==> config.mk <==
export PLATFORM = sky130hd
export DESIGN_NAME = mem_access
export DESIGN_NICKNAME = d
export VERILOG_FILES = /design/src/rtl/rv_mem_pkg.sv /design/src/rtl/mem_access_load_align.sv /design/src/rtl/mem_access.sv
export SDC_FILE = /design/constraint.sdc
export NUM_CORES = 1
export LEC_CHECK = 0
export CORE_ASPECT_RATIO = 1.2
export CORE_MARGIN = 2
export CORE_UTILIZATION = 48
export CTS_BUF_LIST = sky130_fd_sc_hd__clkbuf_8
export DETAILED_ROUTE_END_ITERATION = 6
export PLACE_DENSITY = 0.92
export SLEW_MARGIN = 40
export SYNTH_ARGS = -nofsm -noshare
export SYNTH_HDL_FRONTEND = slang
export SYNTH_SLANG_ARGS = --single-unit
==> constraint.sdc <==
create_clock -name clk -period 4.3 [get_ports clk]
set_input_delay 0.86 -clock clk [delete_from_list [all_inputs] [get_ports clk]]
set_output_delay 0.86 -clock clk [all_outputs]
set_load 0.005 [all_outputs]
==> src/rtl/rv_mem_pkg.sv <==
// Shared definitions for the MEM-stage data-bus interface: funct3 access codes,
// FSM state encoding and the lane/byte-enable helpers used by mem_access.
package rv_mem_pkg;

  localparam logic [2:0] F3_B  = 3'b000;
  localparam logic [2:0] F3_H  = 3'b001;
  localparam logic [2:0] F3_W  = 3'b010;
  localparam logic [2:0] F3_BU = 3'b100;
  localparam logic [2:0] F3_HU = 3'b101;

  typedef enum logic [1:0] {
    S_IDLE = 2'd0,
    S_BUSY = 2'd1,
    S_DONE = 2'd2
  } state_e;

  // funct3[1:0] encodes the access size for loads and stores alike.
  function automatic logic [3:0] byte_en(input logic [2:0] f3, input logic [1:0] lane);
    unique case (f3[1:0])
      2'b00:   byte_en = 4'b0001 << lane;
      2'b01:   byte_en = 4'b0011 << {lane[1], 1'b0};
      default: byte_en = 4'b1111;
    endcase
  endfunction

  function automatic logic [31:0] store_lanes(input logic [2:0] f3, input logic [31:0] wdata);
    unique case (f3[1:0])
      2'b00:   store_lanes = {4{wdata[7:0]}};
      2'b01:   store_lanes = {2{wdata[15:0]}};
      default: store_lanes = wdata;
    endcase
  endfunction

  function automatic logic access_fault(input logic [2:0] f3, input logic [1:0] lane,
                                        input logic is_store);
    logic bad_f3;
    logic misaligned;
    bad_f3     = !(f3 inside {F3_B, F3_H, F3_W, F3_BU, F3_HU});
    misaligned = ((f3[1:0] == 2'b01) && lane[0]) || ((f3[1:0] == 2'b10) && (lane != 2'b00));
    access_fault = bad_f3 || misaligned || (is_store && f3[2]);
  endfunction

endpackage

==> src/rtl/mem_access_load_align.sv <==
// Picks the addressed byte/halfword out of a bus word and sign- or
// zero-extends it according to funct3.
module load_align
  import rv_mem_pkg::*;
(
  input  logic [31:0] rdata_i,
  input  logic [1:0]  addr_i,
  input  logic [2:0]  funct3_i,
  output logic [31:0] data_o
);

  logic [7:0]  lane_b;
  logic [15:0] lane_h;

  // NOTE: every always_comb output gets a default first so no latch is inferred.
  always_comb begin
    lane_b = rdata_i[7:0];
    unique case (addr_i)
      2'd0: lane_b = rdata_i[7:0];
      2'd1: lane_b = rdata_i[15:8];
      2'd2: lane_b = rdata_i[23:16];
      2'd3: lane_b = rdata_i[31:24];
    endcase
    lane_h = addr_i[1] ? rdata_i[31:16] : rdata_i[15:0];

    data_o = rdata_i;
    unique case (funct3_i)
      F3_B:    data_o = {{24{lane_b[7]}}, lane_b};
      F3_H:    data_o = {{16{lane_h[15]}}, lane_h};
      F3_BU:   data_o = {24'h0, lane_b};
      F3_HU:   data_o = {16'h0, lane_h};
      default: data_o = rdata_i;
    endcase
  end

endmodule

==> src/rtl/mem_access.sv <==
// MEM stage: runs one load/store per instruction over a req/ready bus,
// stalling the PC until the access completes, faults or times out.
module mem_access
  import rv_mem_pkg::*;
#(
  parameter int unsigned TIMEOUT = 16
) (
  input  logic        clk,
  input  logic        rst,
  input  logic        MemWE,
  input  logic        MemRE,
  input  logic [2:0]  funct3,
  input  logic [31:0] Addr,
  input  logic [31:0] WData,
  output logic [31:0] ReadData,
  output logic        Stall,
  output logic        Fault,
  output logic        BusErr,
  output logic        mem_req,
  output logic        mem_we,
  output logic [31:0] mem_addr,
  output logic [3:0]  mem_be,
  output logic [31:0] mem_wdata,
  input  logic [31:0] mem_rdata,
  input  logic        mem_ready
);

  localparam int unsigned      CNT_W    = (TIMEOUT > 1) ? $clog2(TIMEOUT) : 1;
  localparam logic [CNT_W-1:0] CNT_LAST = CNT_W'(TIMEOUT - 1);

  state_e      state_q;
  logic        req_q, we_q, bus_err_q;
  logic [31:0] addr_q, wdata_q, read_data_q;
  logic [3:0]  be_q;
  logic [1:0]  lane_q;
  logic [2:0]  f3_q;
  logic [CNT_W-1:0] cnt_q;
  logic [31:0] load_val;
  logic        acc, fault, start;

  assign acc   = MemWE | MemRE;
  assign fault = acc & access_fault(funct3, Addr[1:0], MemWE);
  assign start = acc & ~fault;

  // Gated by rst so the PC is released the moment reset asserts mid-access.
  assign Stall = rst & (((state_q == S_IDLE) & start) | (state_q == S_BUSY));
  assign Fault = fault;

  load_align u_align (
    .rdata_i (mem_rdata),
    .addr_i  (lane_q),
    .funct3_i(f3_q),
    .data_o  (load_val)
  );

  // NOTE: state registers use non-blocking assignments so every flop samples pre-edge values.
  always_ff @(posedge clk or negedge rst) begin
    if (!rst) begin
      state_q     <= S_IDLE;
      req_q       <= 1'b0;
      we_q        <= 1'b0;
      bus_err_q   <= 1'b0;
      addr_q      <= '0;
      be_q        <= '0;
      wdata_q     <= '0;
      read_data_q <= '0;
      lane_q      <= '0;
      f3_q        <= '0;
      cnt_q       <= '0;
    end else begin
      bus_err_q <= 1'b0;
      unique case (state_q)
        S_IDLE: begin
          if (start) begin
            state_q <= S_BUSY;
            req_q   <= 1'b1;
            we_q    <= MemWE;
            addr_q  <= {Addr[31:2], 2'b00};
            be_q    <= byte_en(funct3, Addr[1:0]);
            wdata_q <= store_lanes(funct3, WData);
            lane_q  <= Addr[1:0];
            f3_q    <= funct3;
            cnt_q   <= '0;
          end
        end
        S_BUSY: begin
          if (mem_ready) begin
            state_q <= S_DONE;
            req_q   <= 1'b0;
            if (!we_q) read_data_q <= load_val;
          end else if (TIMEOUT != 0 && cnt_q == CNT_LAST) begin
            state_q     <= S_DONE;
            req_q       <= 1'b0;
            bus_err_q   <= 1'b1;
            read_data_q <= '0;
          end else if (cnt_q != '1) begin
            cnt_q <= cnt_q + CNT_W'(1);
          end
        end
        S_DONE:  state_q <= S_IDLE;
        default: state_q <= S_IDLE;
      endcase
    end
  end

  assign ReadData  = read_data_q;
  assign BusErr    = bus_err_q;
  assign mem_req   = req_q;
  assign mem_we    = we_q;
  assign mem_addr  = addr_q;
  assign mem_be    = be_q;
  assign mem_wdata = wdata_q;

endmodule

* Yosys cells after proc, flatten, opt, wreduce, memory -nomap -nowiden
Index checks and enable logic that the tools add are counted.
** Cells by class
- Bitwise operators :: 7
- Shifts and indexed selects :: 2
- Eq/ne operators :: 21
- Muxes and demuxes :: 24
- $lt $le $gt $ge :: 0
- Reductions and logical operators :: 21
- Div/mod/pow operators :: 0
- $mul :: 0
- Add/subtract/negate cells :: 1
** Operators with widths (number)
- 32-bit one-hot mux with 4 select lines :: 1
- 32-bit 2-to-1 mux :: 3
- 32-bit one-hot mux with 2 select lines :: 1
- 8-bit one-hot mux with 4 select lines :: 1
- 16-bit 2-to-1 mux :: 1
- 4-bit 2-to-1 mux :: 4
- 4-bit one-hot mux with 2 select lines :: 2
- 3-bit equality test, second input constant :: 4
- 2-bit inequality test, second input constant :: 4
- 2-bit by 1-bit equality test with 1-bit output, second input constant :: 3
- 2-bit equality test, second input constant :: 3
- 3-bit by 1-bit equality test with 1-bit output, second input constant :: 2
- 2-bit zero test :: 3
- 3-bit zero test :: 2
- 1-bit 2-to-1 mux :: 6
- 2-bit 2-to-1 mux :: 3
- 3-bit AND reduction :: 2
- 2-bit nonzero test :: 3
- 5-bit AND reduction :: 1
- 5-bit nonzero test :: 1
- 4-bit by 1-bit adder with 4-bit output, second input constant :: 1
- 1-bit bitwise AND :: 4
- 4-bit equality test, second input constant :: 1
- 4-bit inequality test, second input constant :: 1
- other kinds (13) :: 19
** Word-level totals
- Bits of input ports :: 104
- Flip-flop bits (word level) :: 112
- Word-level logic and storage cells :: 87
- Latch bits :: 0
- Memories :: 0
- Memory bits (writable) :: 0
- ROM bits :: 0
- Output and inout bits :: 105

* Logic depth before layout (Yosys ltp)
- Word-level depth :: 11
- Gate-level depth with buffers :: 6

* Cells and area by module
A second synthesis with hierarchy kept.
** Unflattened totals
- Cells, all modules :: 473
- Area, all modules :: 5900.7 um^2
** Modules (own cells, without submodules)
- mem_access :: instances 1, cells each 363, seq. area each 2802.7 um^2, area an instance 5251.3 um^2
- load_align :: instances 1, cells each 110, seq. area each 0.0 um^2, area an instance 649.4 um^2

* Least setup slack after synthesis
Ideal clock, no wire load.
- Kind :: in2out
- Start :: in Addr[1]
- End :: out Stall
- Path slack :: 1670 ps
- Required time :: 3440 ps
- Stages :: 4
- Arrival :: 1770 ps
- Path buffers :: 1
- Cell sequence :: nor4_4 -> o211ai_2 -> buf_2 -> a21boi_0
** Between the ends
- Cells in the longest elaborated chain, start to end :: 11
** RTL lines
- start: declaration :: line mem_access.sv:13 : input logic [31:0] Addr,
- 2-bit nonzero test :: line rv_mem_pkg.sv:39 : misaligned = ((f3[1:0] == 2'b01) && lane[0]) || ((f3[1:0] == 2'b10) && (lane != 2'b00));
- 1-bit logical AND :: line rv_mem_pkg.sv:39
- 1-bit logical OR :: line rv_mem_pkg.sv:39
- 1-bit logical OR (2 in a row) :: line rv_mem_pkg.sv:40 : access_fault = bad_f3 || misaligned || (is_store && f3[2]);
- 1-bit bitwise AND :: line mem_access.sv:42 : assign fault = acc & access_fault(funct3, Addr[1:0], MemWE);
- 1-bit NOT :: line mem_access.sv:43 : assign start = acc & ~fault;
- 1-bit bitwise AND :: line mem_access.sv:43
- 1-bit bitwise AND :: line mem_access.sv:46 : assign Stall = rst & (((state_q == S_IDLE) & start) | (state_q == S_BUSY));
- 1-bit bitwise OR :: line mem_access.sv:46
- 1-bit bitwise AND :: line mem_access.sv:46
- end: declaration :: line mem_access.sv:16 : output logic Stall,
No other way between the ends.

* Final worst setup path
Ends and elaborated chain as after synthesis.

==> impl_results.md <==
* Most numerous cell types in the synthesized netlist: dfrtp_1 (112), o21ai_0 (52), mux2_2 (47)
* Number of instances in the placed design at approximately 760
* Hpwl dp at 10730 um
* Total wirelength of the detailed-routed design at 14290 um
* Total Power Consumption at about 4.0 mW
* Clk Latency, worst-skew pair at 0.37 ns
* GRT Util Overall at about a quarter
* Via count of the first global-routing pass at about 4400
* Via count at about 4300
* Share of the clock period used by the worst path after layout at 82.34%
* Dominant register cell in the synthesized netlist: dfrtp_1
* Peak ir drop on the vdd network at 256.3 uV
* Seq cells post-synth at 112
* Setup fix buffers added after clock tree synthesis at 0
* Number of primary I/O pins at between 200 and 250
* Setup slack after placement at around 0.74 ns
* Post-synth EDFFs at 0
* Largest family of logic cells by synthesized area: multiplexers
* Synth top area cells: dfrtp_1 (55%), mux2_2 (10%), o21ai_0 (5.1%)
* Worst endpoint required time at about 3.4 ns
* Portion of synthesized cell area occupied by the leading cell type at about 55%
* Worst min path class: flop to flop
* Fin worst setup slack at about 0.76 ns
* Area of the core at 10410 um2
* Number of remaining DRC errors at 0
* TritonCTS buffer count at 9
* Biggest cell delay along the critical path at between 0.5 and 0.6 ns
* Max Clk Rate at approximately 280 MHz
* Crit. End Element: primary output
* Asr flop ratio synth at 100.0%
* Dominant cell type by area after synthesis: dfrtp_1
* Clock-pin slew of the registers on the worst-case setup and hold paths at about 0.10 ns
* Warnings, synthesis at 0
* Adder-cell share of the synthesized area at less than 1%
* Crit-path slowest cell: clkdlybuf4s50_1
* Cts repair resizes at 0
* Worst Max-Slew Pin Slew at 0.7916 ns
* Detailed-router iteration count before antenna repair at 4
* Sequential element share of the synthesized area at a little under three fifths
* CP dominant cell by count: clkdlybuf4s50_1
* Maximum fanout count along the critical path at 4
* Max Slew Vio Count at 0
* Initial core utilization at about half
* Sinks on Clock Net at approximately 110
* Layout Area Growth over Synthesis at 46.75%
* Port Buffer Count at just over 200
* Layout cell share with drive strength beyond 1 at approximately 15%
* Routed Antenna Nets at 0
* Nets at about 750
* Number of max-cap violations at 0
* Fraction of synthesized area in multiplexers at between 10% and 20%
* H-tree depth at 3
* Classification of the worst setup path: input port to primary output
* Distinct cells, synth at 46
* Crit path cell chain: clkdlybuf4s50_1, nor4_4, o211ai_4, a21boi_0, clkdlybuf4s50_1
* Average vias per placed instance at ~5.5
* Category of the worst setup path launch point: input port
* X dimension of the die at ~98 um
* Hold_buf cts at 0
* Data arrival at the endpoint of the critical path at ~2.7 ns
* Starting DRT DRC Count at between 150 and 200
* Status: completed
* Relative slew slack at between 40% and 50%
* Standard-cell rows at between 40 and 50
* Largest net degree at the start of global routing at between 100 and 150
* Root buffer cell: clkbuf_8
* Top-count cell post-synth: dfrtp_1
* Vertical die dimension at ~120 um
* Average footprint of a synthesized cell at 11.48 um2
* Post-synthesis compound-gate area fraction at approximately 15%
* Power density normalized to cell area at about 540 nW/um2
* Xor/xnor cell area share of the yosys netlist at less than 1%
* Final weighted congestion in routability-driven placement at between 0.8 and 0.9
* Post-route design area at ~7500 um2
* Total congestion overflow at 0
* Post-Route Skew at 0.007865 ns
* Worst hold margin at 0.4912 ns
* Simple-gate share of the synthesized area at under 10%
* CTS max path bufs at 2
* Non-filler cells in the finished layout at between 700 and 800
* Fin Setup TNS at 0 ns
* Antenna violations before repair at 0
* Count of endpoints failing hold in the final timing report at 0
* Setup repair after global routing missed its margin: no
* Detailed-route wire length per cell at around 18 um
* Cell area after synthesis at roughly 5000 um2
* Placement Cell Area at just over 7000 um2
* Final number of setup-violating endpoints at 0
* Antenna diode count at 0
* Core Util, Final at between 70% and 80%
* Wire length of the first global-routing pass at 21810 um
* Synth Instances at between 400 and 500
* Time the final worst path needs with I/O delays and setup at between 3 and 4 ns
* Total die area at 11440 um2
* Fill cell count at 736
* CTS tree: built
* Reported leakage power at 3.160 nW
worst paths after layout:
kind / start / end / slack, ns / depth (start not counted)
hold / removal: mem_wdata[9]$_DFFE_PN0P_ / mem_wdata[9]$_DFFE_PN0P_ / 0.49 / 2
setup reg to reg: lane_q[1]$_DFFE_PN0P_ / ReadData[11]$_DFFE_PN0P_ / 2.15 / 4
hold reg to reg: mem_wdata[9]$_DFFE_PN0P_ / mem_wdata[9]$_DFFE_PN0P_ / 0.49 / 2
min in group asynchronous: rst / mem_addr[20]$_DFFE_PN0P_ / 0.65 / 2
setup / recovery: Addr[1] / Stall / 0.76 / 5
max in group asynchronous: rst / ReadData[15]$_DFFE_PN0P_ / 2.48 / 3
logic make-up (layout without fill, tap and decap cells):
logic type	Yosys count	count (layout)
compound gates	113	113
xor+xnor	1	1
simple gates	103	103
mux	77	77
other cells	1	2
flops	112	112
fa+ha+maj	1	1
buf+inv	35	237
flip-flops by register name, indices dropped and copies added (netlist names):
name and cells:
BusErr 1, mem_req 1, mem_wdata 32, f3_q 3, cnt_q 4, mem_we 1, lane_q 2, ReadData 32
mem_addr 30, state_q 2, mem_be 4
layout by cell type, fill, tap and decap left out, drive strengths merged, types with 2 or more instances in the layout:
cell and n:
clkdlybuf4s50 205, dfrtp 112, o21ai 54, mux2 51
nand2 44, nor2 33, mux2i 25, a221o 22
a21oi 17, clkbuf 10, buf 9, a21boi 8
nor3 8, inv 8, a32o 4, o21a 3
nand2b 2, nor4 2, or2 2, nor2b 2
nand3 2, conb 2, clkinvlp 2, o211ai 2
clkinv 2
final cells by class:
| cell class | count | area, um2 | area share (%) |
|---|---|---|---|
| clock inverters | 6 | 67.56 | 0.9054 |
| well taps | 129 | 161.4 | 2.163 |
| clock buffers | 10 | 137.6 | 1.844 |
| inverters | 7 | 26.28 | 0.3521 |
| repair buffers | 214 | 2123 | 28.45 |
| multi-input cells | 297 | 2143 | 28.72 |
| flip-flops and latches | 112 | 2803 | 37.56 |
routing by layer:
metal	global-route usage, %	wire length, um
met5	0	0
met4	10.46	407
met3	7.062	1096
met2	42.97	7532
met1	27.48	5256
critical path, delay by kind of cell:
family                 cells  cell delay, ns
AO/OA/AOI/OAI              2            0.32
buffers and inverters      2            1.04
AND/OR/NAND/NOR            1            0.46
power by group:
part	internal, mW	switching (mW)	total (mW)
clock network	0.288	0.362	0.649
logic	1.06	0.578	1.64
registers	1.44	0.268	1.71
No activity file was read; power rests on OpenSTA's default activity.
